**src/rtl/food_placer.sv**
```systemverilog
`default_nettype none
// +--------------------------------------------------------------------------+
// | Module   : food_placer                                                   |
// | Purpose  : picks a free interior grid cell from LFSR draws; falls back   |
// |            to a raster scan when the draw budget runs out.               |
// | Revision : 1.0  initial release                                          |
// +--------------------------------------------------------------------------+
module food_placer #(
  parameter int                X_W       = 7,
  parameter int                Y_W       = 6,
  parameter int                LFSR_W    = 16,
  parameter logic [LFSR_W-1:0] SEED      = 16'hACE1,
  parameter int                MAX_TRIES = 15
) (
  input  logic           clk,
  input  logic           reset,
  input  logic [X_W-1:0] frame_x_inside_grid,
  input  logic [Y_W-1:0] frame_y_inside_grid,
  input  logic [X_W-1:0] number_x_grid,
  input  logic [Y_W-1:0] number_y_grid,
  input  logic           req,
  output logic [X_W-1:0] occ_x,
  output logic [Y_W-1:0] occ_y,
  input  logic           occ_hit,
  output logic [X_W-1:0] food_x,
  output logic [Y_W-1:0] food_y,
  output logic           valid,
  output logic           fail,
  output logic           busy
);

  localparam int TRIES_W = (MAX_TRIES < 1) ? 1 : $clog2(MAX_TRIES + 1);
  localparam logic [TRIES_W-1:0] c_max_tries = TRIES_W'(MAX_TRIES);

  // Right-shifting Fibonacci form: tap t sits at bit index LFSR_W - t.
  localparam logic [LFSR_W-1:0] c_taps =
      (LFSR_W == 8)  ? LFSR_W'(32'h0000_001D) :
      (LFSR_W == 24) ? LFSR_W'(32'h0000_0087) :
      (LFSR_W == 32) ? LFSR_W'(32'hC000_0401) :
                       LFSR_W'(32'h0000_002D);

  typedef enum logic [1:0] {
    S_IDLE  = 2'd0,
    S_DRAW  = 2'd1,
    S_CHECK = 2'd2,
    S_SCAN  = 2'd3
  } state_t;

  state_t             r_state;
  state_t             w_state_nxt;
  logic [LFSR_W-1:0]  r_lfsr;
  logic [LFSR_W-1:0]  w_lfsr_nxt;
  logic [TRIES_W-1:0] r_tries;
  logic [TRIES_W-1:0] w_tries_nxt;
  logic [TRIES_W-1:0] w_tries_inc;
  logic [X_W-1:0]     r_cand_x, w_cand_x_nxt;
  logic [Y_W-1:0]     r_cand_y, w_cand_y_nxt;
  logic [X_W-1:0]     r_scan_x, w_scan_x_nxt;
  logic [Y_W-1:0]     r_scan_y, w_scan_y_nxt;
  logic [X_W-1:0]     r_food_x, w_food_x_nxt;
  logic [Y_W-1:0]     r_food_y, w_food_y_nxt;
  logic               r_valid, w_valid_nxt;
  logic               r_fail, w_fail_nxt;

  logic signed [X_W:0] w_span_x;
  logic signed [Y_W:0] w_span_y;
  logic                w_empty;
  logic [X_W-1:0]      w_rx;
  logic [Y_W-1:0]      w_ry;
  logic                w_draw_ok;
  logic [X_W-1:0]      w_last_x;
  logic [Y_W-1:0]      w_last_y;
  logic                w_scan_last;

  assign w_span_x = $signed({1'b0, number_x_grid}) - $signed({1'b0, frame_x_inside_grid})
                  - $signed({1'b0, frame_x_inside_grid});
  assign w_span_y = $signed({1'b0, number_y_grid}) - $signed({1'b0, frame_y_inside_grid})
                  - $signed({1'b0, frame_y_inside_grid});
  assign w_empty  = w_span_x[X_W] || (w_span_x == '0) || w_span_y[Y_W] || (w_span_y == '0);

  assign w_rx      = r_lfsr[X_W-1:0];
  assign w_ry      = r_lfsr[X_W+Y_W-1:X_W];
  // Spans are known positive whenever DRAW is reachable, so unsigned compare is safe.
  assign w_draw_ok = ({1'b0, w_rx} < $unsigned(w_span_x)) && ({1'b0, w_ry} < $unsigned(w_span_y));

  assign w_last_x    = number_x_grid - frame_x_inside_grid - X_W'(1);
  assign w_last_y    = number_y_grid - frame_y_inside_grid - Y_W'(1);
  assign w_scan_last = (r_scan_x == w_last_x) && (r_scan_y == w_last_y);

  assign w_lfsr_nxt  = {^(r_lfsr & c_taps), r_lfsr[LFSR_W-1:1]};
  assign w_tries_inc = r_tries + TRIES_W'(1);

  always_comb begin
    w_state_nxt  = r_state;
    w_tries_nxt  = r_tries;
    w_cand_x_nxt = r_cand_x;
    w_cand_y_nxt = r_cand_y;
    w_scan_x_nxt = frame_x_inside_grid;
    w_scan_y_nxt = frame_y_inside_grid;
    w_food_x_nxt = r_food_x;
    w_food_y_nxt = r_food_y;
    w_valid_nxt  = 1'b0;
    w_fail_nxt   = 1'b0;
    case (r_state)
      S_IDLE: begin
        if (req) begin
          if (w_empty) begin
            w_fail_nxt = 1'b1;
          end else begin
            w_tries_nxt = '0;
            w_state_nxt = S_DRAW;
          end
        end
      end
      S_DRAW: begin
        if (w_draw_ok) begin
          w_cand_x_nxt = frame_x_inside_grid + w_rx;
          w_cand_y_nxt = frame_y_inside_grid + w_ry;
          w_state_nxt  = S_CHECK;
        end else begin
          w_tries_nxt = w_tries_inc;
          if (w_tries_inc == c_max_tries) begin
            w_state_nxt = S_SCAN;
          end
        end
      end
      S_CHECK: begin
        if (!occ_hit) begin
          w_food_x_nxt = r_cand_x;
          w_food_y_nxt = r_cand_y;
          w_valid_nxt  = 1'b1;
          w_state_nxt  = S_IDLE;
        end else begin
          w_tries_nxt = w_tries_inc;
          w_state_nxt = (w_tries_inc == c_max_tries) ? S_SCAN : S_DRAW;
        end
      end
      S_SCAN: begin
        w_scan_x_nxt = r_scan_x;
        w_scan_y_nxt = r_scan_y;
        if (!occ_hit) begin
          w_food_x_nxt = r_scan_x;
          w_food_y_nxt = r_scan_y;
          w_valid_nxt  = 1'b1;
          w_state_nxt  = S_IDLE;
        end else if (w_scan_last) begin
          w_fail_nxt  = 1'b1;
          w_state_nxt = S_IDLE;
        end else if (r_scan_x == w_last_x) begin
          w_scan_x_nxt = frame_x_inside_grid;
          w_scan_y_nxt = r_scan_y + Y_W'(1);
        end else begin
          w_scan_x_nxt = r_scan_x + X_W'(1);
        end
      end
      default: w_state_nxt = S_IDLE;
    endcase
  end

  always_ff @(posedge clk) begin
    if (reset) begin
      r_state  <= S_IDLE;
      r_lfsr   <= SEED;
      r_tries  <= '0;
      r_cand_x <= '0;
      r_cand_y <= '0;
      r_scan_x <= '0;
      r_scan_y <= '0;
      r_food_x <= frame_x_inside_grid;
      r_food_y <= w_last_y;
      r_valid  <= 1'b0;
      r_fail   <= 1'b0;
    end else begin
      r_state  <= w_state_nxt;
      r_lfsr   <= w_lfsr_nxt;
      r_tries  <= w_tries_nxt;
      r_cand_x <= w_cand_x_nxt;
      r_cand_y <= w_cand_y_nxt;
      r_scan_x <= w_scan_x_nxt;
      r_scan_y <= w_scan_y_nxt;
      r_food_x <= w_food_x_nxt;
      r_food_y <= w_food_y_nxt;
      r_valid  <= w_valid_nxt;
      r_fail   <= w_fail_nxt;
    end
  end

  always_comb begin
    occ_x = r_food_x;
    occ_y = r_food_y;
    case (r_state)
      S_CHECK: begin
        occ_x = r_cand_x;
        occ_y = r_cand_y;
      end
      S_SCAN: begin
        occ_x = r_scan_x;
        occ_y = r_scan_y;
      end
      default: ;
    endcase
  end

  assign food_x = r_food_x;
  assign food_y = r_food_y;
  assign valid  = r_valid;
  assign fail   = r_fail;
  assign busy   = (r_state != S_IDLE);

endmodule
`default_nettype wire

```
**config.mk**
```make
export PLATFORM = sky130hd
export DESIGN_NAME = food_placer
export DESIGN_NICKNAME = d
export VERILOG_FILES = /design/src/rtl/food_placer.sv
export SDC_FILE = /design/constraint.sdc
export NUM_CORES = 1
export LEC_CHECK = 0
export ABC_AREA = 0
export CORE_MARGIN = 2
export CORE_UTILIZATION = 45
export CTS_BUF_LIST = sky130_fd_sc_hd__clkbuf_16
export CTS_CLUSTER_SIZE = 30
export DETAILED_ROUTE_END_ITERATION = 10
export GPL_ROUTABILITY_DRIVEN = 0
export PLACE_DENSITY = 0.67
export SYNTH_ARGS = -nofsm -noshare
export SYNTH_HDL_FRONTEND = slang
export SYNTH_SLANG_ARGS = --single-unit
```
**constraint.sdc**
```tcl
create_clock -name clk -period 3.51 [get_ports clk]
set_input_delay 0.351 -clock clk [delete_from_list [all_inputs] [get_ports clk]]
set_output_delay 0.351 -clock clk [all_outputs]
set_load 0.01 [all_outputs]
```
# After elaboration in Yosys (flattened, before gate mapping)
# Index checks and enable logic that the tools add are counted.
[word_totals]
in_bits = 30
reg_bits = 63
output_inout_bits = 29
wordCells = 102
[op_classes]
mux = 38
add_sub_neg = 13
reduce_logical = 20
n_bitwise = 1
eq_ne = 17
order_cmp = 2
[ops]
columns = ["op", "n"]
rows = [
  ["2-to-1 mux 7 bit", 7],
  ["2-to-1 mux 6 bit", 7],
  ["one-hot mux 7 bit (2 select lines)", 2],
  ["one-hot mux 6 bit (2 select lines)", 2],
  ["2-to-1 mux 2 bit", 8],
  ["2-to-1 mux 4 bit", 4],
  ["XOR reduction 16 bit", 1],
  ["!= test 2 bit (second input constant)", 7],
  ["subtractor 7 bit", 2],
  ["!= test 3 bit (second input constant)", 4],
  ["one-hot mux 4 bit (3 select lines)", 1],
  ["zero test 8 bit", 1],
  ["< comparator 7 x 8 -> 1 bit", 1],
  ["one-hot mux 2 bit (4 select lines)", 1],
  ["subtractor 7 x 7 -> 8 bit", 1],
  ["subtractor 8 bit", 1],
  ["adder 7 x 1 -> 7 bit (second input constant)", 1],
  ["adder 7 bit", 1],
  ["== test 7 bit", 1],
  ["zero test 7 bit", 1],
  ["< comparator 6 x 7 -> 1 bit", 1],
  ["subtractor 6 x 6 -> 7 bit", 1],
  ["subtractor 7 x 1 -> 7 bit (second input constant)", 1],
  ["adder 6 x 1 -> 6 bit (second input constant)", 1],
  ["other kinds (21)", 33],
]

# Depth between registers and ports, before layout
# Gate-level depths: netlist of run 1.
[logic_depth]
ltp_word = 9
mapped_depth = 17

# Worst setup path after synthesis of run 1
# No wires, ideal clock.
[synth_path]
path_kind = "input to register"
start = "input frame_y_inside_grid[1]"
end = "register r_tries[0]"
path_stages = 12
arrival_ns = 3.024
n_path_buf = 0
setup_slack_ns = 0.415
setup_ns = 0.071
t_required_ns = 3.439
cell_sequence = "inv_1 > ha_1 > o21ai_0 > or4_1 > o2111a_1 > ha_1 > o211ai_1 > o21a_1 > o221ai_1 > nand2_1 > or4b_1 > a21oi_1"
[synth_between]
elab_chain_cells = 6
[synth_rtl]
columns = ["element", "line", "text"]
rows = [
  ["from (decl)", "18", "input logic [Y_W-1:0] frame_y_inside_grid,"],
  ["subtractor 6 x 6 -> 7 bit", "77", "assign w_span_y = $signed({1'b0, number_y_grid}) - $signed({1'b0, frame_y_inside_grid})"],
  ["subtractor 7 bit (*)", "78", "- $signed({1'b0, frame_y_inside_grid});"],
  ["< comparator 6 x 7 -> 1 bit, or another cell as far along", "84", "assign w_draw_ok = ({1'b0, w_rx} < $unsigned(w_span_x)) && ({1'b0, w_ry} < $unsigned(w_span_y));"],
  ["logical AND 1 bit / logical OR 1 bit (equally long branches)", "84, 79", ""],
  ["!= test 2 bit (no line)", "--", ""],
  ["AND reduction 5 bit (no line) (*)", "--", ""],
  ["to (signal assigned)", "176", "r_tries <= w_tries_nxt;"],
  ["to (decl)", "53", "logic [TRIES_W-1:0] r_tries;"],
]
# Mark *: on every way between the ends. The rest lies on a longest branch, timed or not.
# A chain may end at the register's enable or synchronous reset.

# Final worst setup path of run 1
[layout_path]
start = "input number_y_grid[1]"
end = "register r_tries[0]"
[layout_between]
elab_chain_cells = 6
[layout_rtl]
columns = ["element", "line", "text"]
rows = [
  ["from (decl)", "20", "input logic [Y_W-1:0] number_y_grid,"],
  ["subtractor 6 x 6 -> 7 bit (*)", "77", ""],
  ["subtractor 7 bit (*)", "78", ""],
  ["< comparator 6 x 7 -> 1 bit, or another cell as far along", "84", ""],
  ["logical AND 1 bit / logical OR 1 bit (equally long branches)", "84, 79", ""],
  ["!= test 2 bit (no line)", "--", ""],
  ["AND reduction 5 bit (no line) (*)", "--", ""],
]
# Marks and branches as above.

==> metrics.cfg, run 1 <==
[job]
max_cap_viol_count = 0

[clock_network]
holdBufCountCts = 0
clockRootBuffer = clkbuf_16
cts_buffer_depth = 2
cts_tree = yes
htreeDepth = 3
clkTransAtPathRegs_ns = 0.05
cts_buffers = 9
cts.sinks = 63
clock_latency_ns = 0.33

[setup_path]
arrival_ns = 3.58
startpoint_type = primary input
path_class = primary input to register
setup.worst_path.end_class = register
required_ns = 3.77
crit_path_max_fanout = 4

[floorplan]
core_sq_um = 10800
start_util_pct = 45.8
ios = 59
fp.dieW_um = 109
die_h_um = 109
die_area_sq_um = 11800
num_rows = 38

[logic_synthesis]
yosysSeqAreaShare_pct = 28.1
synth-xor-area-share_pct = 9.31
synth_top_family_by_area = compound AO/OA/AOI/OAI gates
synthMuxAreaShare_pct = 3.64
synth_nets = 683
synth-main-ff-cell = dfxtp_1
netlist_instances = 593
synth-simple-area-share_pct = 18.0
synth_compound_area_share_pct = 20.3
synthAdderAreaFrac_pct = 15.8
ys_types = 60
avgSynthCellArea_sq_um = 8.34
synthArstFlopShare_pct = 0
synth_edf_count = 13
synth.yosys.warnings = 0
ys_ff_latch = 63
synth_area_sq_um = 4950

[global_route]
grt_use_total_pct = 23.1
grt_max_degree = 46
grt_overflow = 0
grt_pass1_vias = 4423
grt_pass1_wl_um = 21500
antenna_found_initial = 0

[finish]
antenna_cells = 0
area_growth_pct = 29.4
drive_above_1_share_pct = 13.4
num-nets-final = 785
stdcell_area_sq_um = 6400

[power]
leakage_nw = 2.76
powerDensity_nw_per_um2 = 466
ir_drop_uv = 298

[sta]
fin_worst_skew_ns = 0.00548
whs_ns = 0.405
period_share_pct = 94.6
finalHoldViolations = 0
setup_viol = 0
fin_crit_ns = 3.32
drv_slew = 0
slew-limit-headroom_pct = 53.7
maxClockFrequency_mhz = 301
tightest_slew_ns = 0.695

[detailed_routing]
drtIter0Drc = 171
dr.pass1.iters = 5
wl_um = 13100
vias_per_cell = 5.47
ant_nets = 0
vias = 4597
detail_route.wl_per_cell_um = 15.6
drc = 0

[worst_hold_path]
hp-class = register to register

[placement]
numPortBuffers = 58
dp.final_hpwl_um = 10200
dpl_cell_area_sq_um = 6060

[outcome]
outcome = finished clean

routing by layer:
layer	up-vias	share of wire, %	wire, um	track usage (%)
li1	2318	-	-	-
met1	2164	48	6290	32.0
met2	97	46	6090	37.0
met3	18	4.3	568	4.12
met4	0	1.3	166	5.86
met5	-	0	0	0
cells in the mapped netlist (7+ instances only):
cell | number | share of area (%)
nor2_1 | 53 | 4.0
nor2b_1 | 14 | 1.8
a21o_1 | 10 | 1.5
o21ai_0 | 26 | 2.6
mux2i_1 | 18 | 3.6
clkbuf_1 | 20 | 1.5
a21oi_1 | 40 | 4.0
nand3_1 | 15 | 1.5
dfxtp_1 | 50 | 20
ha_1 | 56 | 14
xor2_1 | 22 | 3.9
nand2_1 | 58 | 4.4
xnor2_1 | 28 | 5.0
or2_2 | 7 | 0.89
inv_1 | 39 | 3.0
a22oi_1 | 13 | 2.0
nor3_1 | 9 | 0.91
edfxtp_1 | 13 | 7.9
a211oi_1 | 15 | 2.3
final cells by class:
class,count,area (sq um)
Timing Repair Buffer,115,1020
Tap cell,140,175
Fill cell,912,4390
Sequential cell,63,1390
Multi-Input combinational cell,466,3360
Clock buffer,9,225
Inverter,40,150
Clock inverter,7,87.6
power breakdown:
group          total (mW)  switching (mW)  internal [mW]
combinational        1.12           0.577          0.544
sequential          0.910          0.0807          0.829
clock               0.956           0.338          0.617
kinds of logic after synthesis:
kind of cell | after synthesis
AOI/OAI and AO/OA | 152
buffers and inverters | 64
xor gates and xnor gates | 51
adders and majority gates | 60
muxes | 18
DFF | 63
and+or+nand+nor | 185
timing repair:
action / CTS / global route
buffers inserted: 0 / 0
setup endpoints to repair: 0 / 11
gates resized for setup: 0 / 9
metrics by stage:
stage / power [mW] / setup WS (ns) / util (%) / std cells / setup TNS, ns
finish: 2.99 / 0.189 / 59.3 / 840 / 0
detailed placement: 2.02 / -0.121 / 56.1 / 824 / -0.763
global placement: 1.98 / -0.0105 / 56.1 / 824 / -0.0136
global route: 3.15 / -0.00618 / 59.3 / 840 / -0.00618
CTS: 2.98 / 0.195 / 59.0 / 840 / 0
floorplan: 1.56 / 0.415 / - / 593 / 0
registers in the layout, indices dropped and copies added, names as in the netlist:
name,flops
r_scan_y,6
r_scan_x,7
r_lfsr,16
valid,1
food_x,7
r_state,2
r_cand_x,7
fail,1
r_cand_y,6
r_tries,4
food_y,6
final timing paths:
check                                               from                  endpoint  slack [ns]  depth (start not counted)
worst max-delay path                    number_y_grid[1]   r_tries[0]$_SDFFE_PP0P_        0.19                         12
worst min-delay path               r_lfsr[14]$_SDFF_PP0_     r_lfsr[13]$_SDFF_PP1_        0.41                          1
worst max register to register  r_scan_x[3]$_SDFFE_PP0P_  r_scan_x[4]$_SDFFE_PP0P_        0.84                         10
worst min register to register     r_lfsr[14]$_SDFF_PP0_     r_lfsr[13]$_SDFF_PP1_        0.41                          1
placed cells by master (no fill, tap or decap), types with 6 or more instances in the layout:
master and n:
nand3_1 15, a211oi_1 15, nand2_1 58, nor2_1 52, mux2i_1 18, buf_4 56
nor3_1 8, inv_1 40, a21o_1 10, clkdlybuf4s50_1 57, nand2b_1 6, a22oi_1 13
a21oi_1 40, or2_2 7, edfxtp_1 13, dfxtp_1 50, ha_1 54, nor2b_1 14
o21ai_0 23, o21ai_1 9, clkbuf_16 9, xnor2_1 28, xor2_1 22
critical path, cell delays in order:
cell and delay [ns]:
clkdlybuf4s50_1 0.57, ha_2 0.23, nor4b_2 0.05, buf_4 0.14, or4_1 0.47, o2111a_1 0.18
buf_4 0.14, and4b_4 0.21, a2111oi_4 0.40, a21oi_2 0.16, or4b_1 0.52, a21oi_1 0.15
No activity file was read; power rests on OpenSTA's default activity.
==> run 2, diff against run 1 <==
--- a/config.mk
+++ b/config.mk
@@ -5,14 +5,15 @@
 export SDC_FILE = /design/constraint.sdc
 export NUM_CORES = 1
 export LEC_CHECK = 0
-export ABC_AREA = 0
+export ABC_AREA = 1
+export CAP_MARGIN = 10
 export CORE_MARGIN = 2
 export CORE_UTILIZATION = 45
 export CTS_BUF_LIST = sky130_fd_sc_hd__clkbuf_16
 export CTS_CLUSTER_SIZE = 30
 export DETAILED_ROUTE_END_ITERATION = 10
 export GPL_ROUTABILITY_DRIVEN = 0
-export PLACE_DENSITY = 0.67
+export PLACE_DENSITY = 0.66
 export SYNTH_ARGS = -nofsm -noshare
 export SYNTH_HDL_FRONTEND = slang
 export SYNTH_SLANG_ARGS = --single-unit
==> metrics.cfg, run 2 <==
[clock_network]
clkTransAtPathRegs_ns = 0.05  ; about the same
clock_latency_ns = 0.34  ; was 0.33 ns
cts.sinks = 63  ; unchanged
post_cts_resized = 0  ; unchanged
holdBufCountCts = 0  ; unchanged
htreeDepth = 3  ; unchanged
cts_buffers = 9  ; unchanged
cts_tree = yes  ; unchanged
cts_buffer_depth = 2  ; unchanged
clockRootBuffer = clkbuf_16  ; unchanged
cts_setup_buffers = 0  ; unchanged

[sta]
finalHoldViolations = 0  ; unchanged
setup_viol = 0  ; unchanged
maxClockFrequency_mhz = 321  ; was 301 MHz
period_share_pct = 88.7  ; was 94.6%
slew-limit-headroom_pct = 66.1  ; was 53.7%
drv_slew = 0  ; unchanged
setup_ws_ns = 0.396  ; was 0.189 ns
rsz0062_at_grt = false
fin_setup_tns_ns = 0  ; unchanged
fin_worst_skew_ns = 0.00983  ; was 0.00548 ns
fin_crit_ns = 3.11  ; was 3.32 ns
tightest_slew_ns = 0.509  ; was 0.695 ns

[floorplan]
core_sq_um = 11400  ; was 10800 sq um
num_rows = 39  ; was 38
die_area_sq_um = 12600  ; was 11800 sq um
ios = 59  ; unchanged
die_h_um = 112  ; was 109 um
fp.dieW_um = 112  ; was 109 um
start_util_pct = 46.1  ; was 45.8%

[detailed_routing]
detail_route.wl_per_cell_um = 13.9  ; was 15.6 um
drtIter0Drc = 270  ; was 171
ant_nets = 0  ; unchanged
dr.pass1.iters = 5  ; unchanged
vias = 5085  ; was 4597
drc = 0  ; unchanged
vias_per_cell = 5.10  ; was 5.47
wl_um = 13800  ; was 13100 um

[finish]
finalNonFillerCells = 998  ; was 840
num-nets-final = 940  ; was 785
regMostFlops = r_lfsr  ; unchanged
final_common_cell = nand2_1  ; unchanged
layout_common_cells = 200 x nand2_1, 131 x inv_1, 68 x nor2_1, 58 x clkdlybuf4s50_1, 56 x ha_1  ; was 58 x nand2_1, 57 x clkdlybuf4s50_1, 56 x buf_4, 54 x ha_1, 52 x nor2_1
area_growth_pct = 19.9  ; was 29.4%
drive_above_1_share_pct = 5.61  ; was 13.4%
largest_reg_flops = 16  ; unchanged
antenna_cells = 0  ; unchanged

[global_route]
grt_overflow = 0  ; unchanged
antenna_found_initial = 0  ; unchanged
grt_max_degree = 47  ; was 46
grt_use_total_pct = 22.2  ; was 23.1%
grt_pass1_vias = 4777  ; was 4423
grt_pass1_wl_um = 22700  ; was 21500 um

[logic_synthesis]
yosys.area.top_type = dfxtp_1  ; unchanged
avgSynthCellArea_sq_um = 6.69  ; was 8.34 sq um
synthArstFlopShare_pct = 0  ; unchanged
ys_types = 39  ; was 60
ys_ff_latch = 63  ; unchanged
netlist_instances = 787  ; was 593
synth_top_area_share_pct = 19.0  ; was 20.2%
yosysSeqAreaShare_pct = 26.4  ; was 28.1%
ys_top_cells_by_count = 200 x nand2_1, 130 x inv_1, 68 x nor2_1  ; was 58 x nand2_1, 56 x ha_1, 53 x nor2_1
synth.yosys.warnings = 0  ; unchanged
synth-main-ff-cell = dfxtp_1  ; unchanged
yosys-top-cells-area = dfxtp_1 19%, nand2_1 14%, ha_1 13%, inv_1 9.3%, edfxtp_1 7.4%  ; was dfxtp_1 20%, ha_1 14%, edfxtp_1 7.9%, xnor2_1 5.0%, nand2_1 4.4%
yosysMostFrequentCell = nand2_1  ; unchanged
synth_area_sq_um = 5270  ; was 4950 sq um
synth_edf_count = 13  ; unchanged
synth_nets = 877  ; was 683

[job]
max_cap_viol_count = 0  ; unchanged

[power]
powerDensity_nw_per_um2 = 528  ; was 466 nW/um^2
leakage_nw = 3.13  ; was 2.76 nW
ir_drop_uv = 398  ; was 298 uV

[outcome]
outcome = finished clean  ; unchanged

[setup_path]
worst_r2r_path_depth = 10  ; unchanged
arrival_ns = 3.33  ; was 3.58 ns
crit_path_max_fanout = 12  ; was 4
startpoint_type = primary input  ; unchanged
path_class = primary input to register  ; unchanged
setup.worst_path.end_class = register  ; unchanged
required_ns = 3.73  ; was 3.77 ns

[worst_hold_path]
hp-class = register to register  ; unchanged
hold_depth = 2  ; was 1

[placement]
dp.final_hpwl_um = 10900  ; was 10200 um
pre_cts_slack_ns = 0.0636  ; was -0.121 ns
numPortBuffers = 58  ; unchanged
placed_cells = 982  ; was 824

==> run 2: changes by cell type in the layout (fill, tap and decap cells not counted), moves of 18 or more <==
cell | before | now
buf_4 | 56 | 14
o21ai_0 | 23 | 46
mux2i_1 | 18 | 0
inv_1 | 40 | 131
nand2_1 | 58 | 200
nand3_1 | 15 | 47
==> run 2: stage by stage <==
step                area (sq um)  total power, mW  hold slack (ns)  util, %
floorplan                   5270             1.95            0.388        -
global placement            6040             2.46            0.404     52.9
detailed placement          6040             2.50            0.399     52.9
CTS                         6320             3.35            0.409     55.3
global route                6320             3.57            0.426     55.3
finish                      6320             3.34            0.407     55.3
==> run 2: cell families (layout without fill, tap and decap cells) <==
group / count (synthesis) / in the layout / share of synthesized area, %
AO/OA/AOI/OAI: 125 / 125 / 13.2
XOR/XNOR: 30 / 30 / 5.39
adder cells (fa/ha/maj): 60 / 60 / 14.8
buffers and inverters: 155 / 223 / 11.5
flip-flops: 63 / 63 / 26.4
AND/OR/NAND/NOR: 354 / 354 / 28.7
==> run 2: power by group <==
part           switching [mW]  internal, mW  total [mW]
Clock                   0.312         0.537       0.849
Sequential              0.104         0.891       0.995
Combinational           0.857         0.637        1.49
Total                    1.27          2.07        3.34
==> run 2: final cells by class <==
class,count,area (sq um)
fill,1107,5100
multi-input combinational,569,3270
inverter,135,509
clock inverter,7,56.3
tap,143,179
clock buffer,9,225
timing repair buffer,72,686
sequential,63,1390
==> run 2: layer usage <==
layer / wire (um) / track usage [%]
met5: 0 / 0
met4: 134 / 5.37
met3: 625 / 4.16
met2: 6420 / 36.5
met1: 6650 / 30.3
==> run 2: critical path, cell delays in order <==
cell and delay [ns]:
clkdlybuf4s50_1 0.60, ha_1 0.20, inv_1 0.04, nand2_1 0.11, inv_1 0.06, ha_1 0.20
inv_1 0.08, nand3_1 0.08, nand2_1 0.08, nand2_1 0.06, and2_1 0.14, ha_1 0.28
nand2_1 0.06, inv_1 0.04, nand2_1 0.05, nand3b_1 0.07, nand2_1 0.06, nand2_1 0.04
nand2_1 0.09, nand3_2 0.16, buf_4 0.21, o21ai_0 0.19, a21oi_1 0.06
==> run 2: path summary, 6_finish.rpt <==
kind / from / to / slack (ns)
worst min-delay path: r_lfsr[15]$_SDFF_PP1_ / r_lfsr[14]$_SDFF_PP0_ / 0.41
worst min register to register: r_lfsr[15]$_SDFF_PP1_ / r_lfsr[14]$_SDFF_PP0_ / 0.41
worst max register to register: r_lfsr[0]$_SDFF_PP1_ / r_cand_x[6]$_SDFFE_PP0P_ / 1.39
worst max-delay path: number_y_grid[1] / r_cand_x[6]$_SDFFE_PP0P_ / 0.40
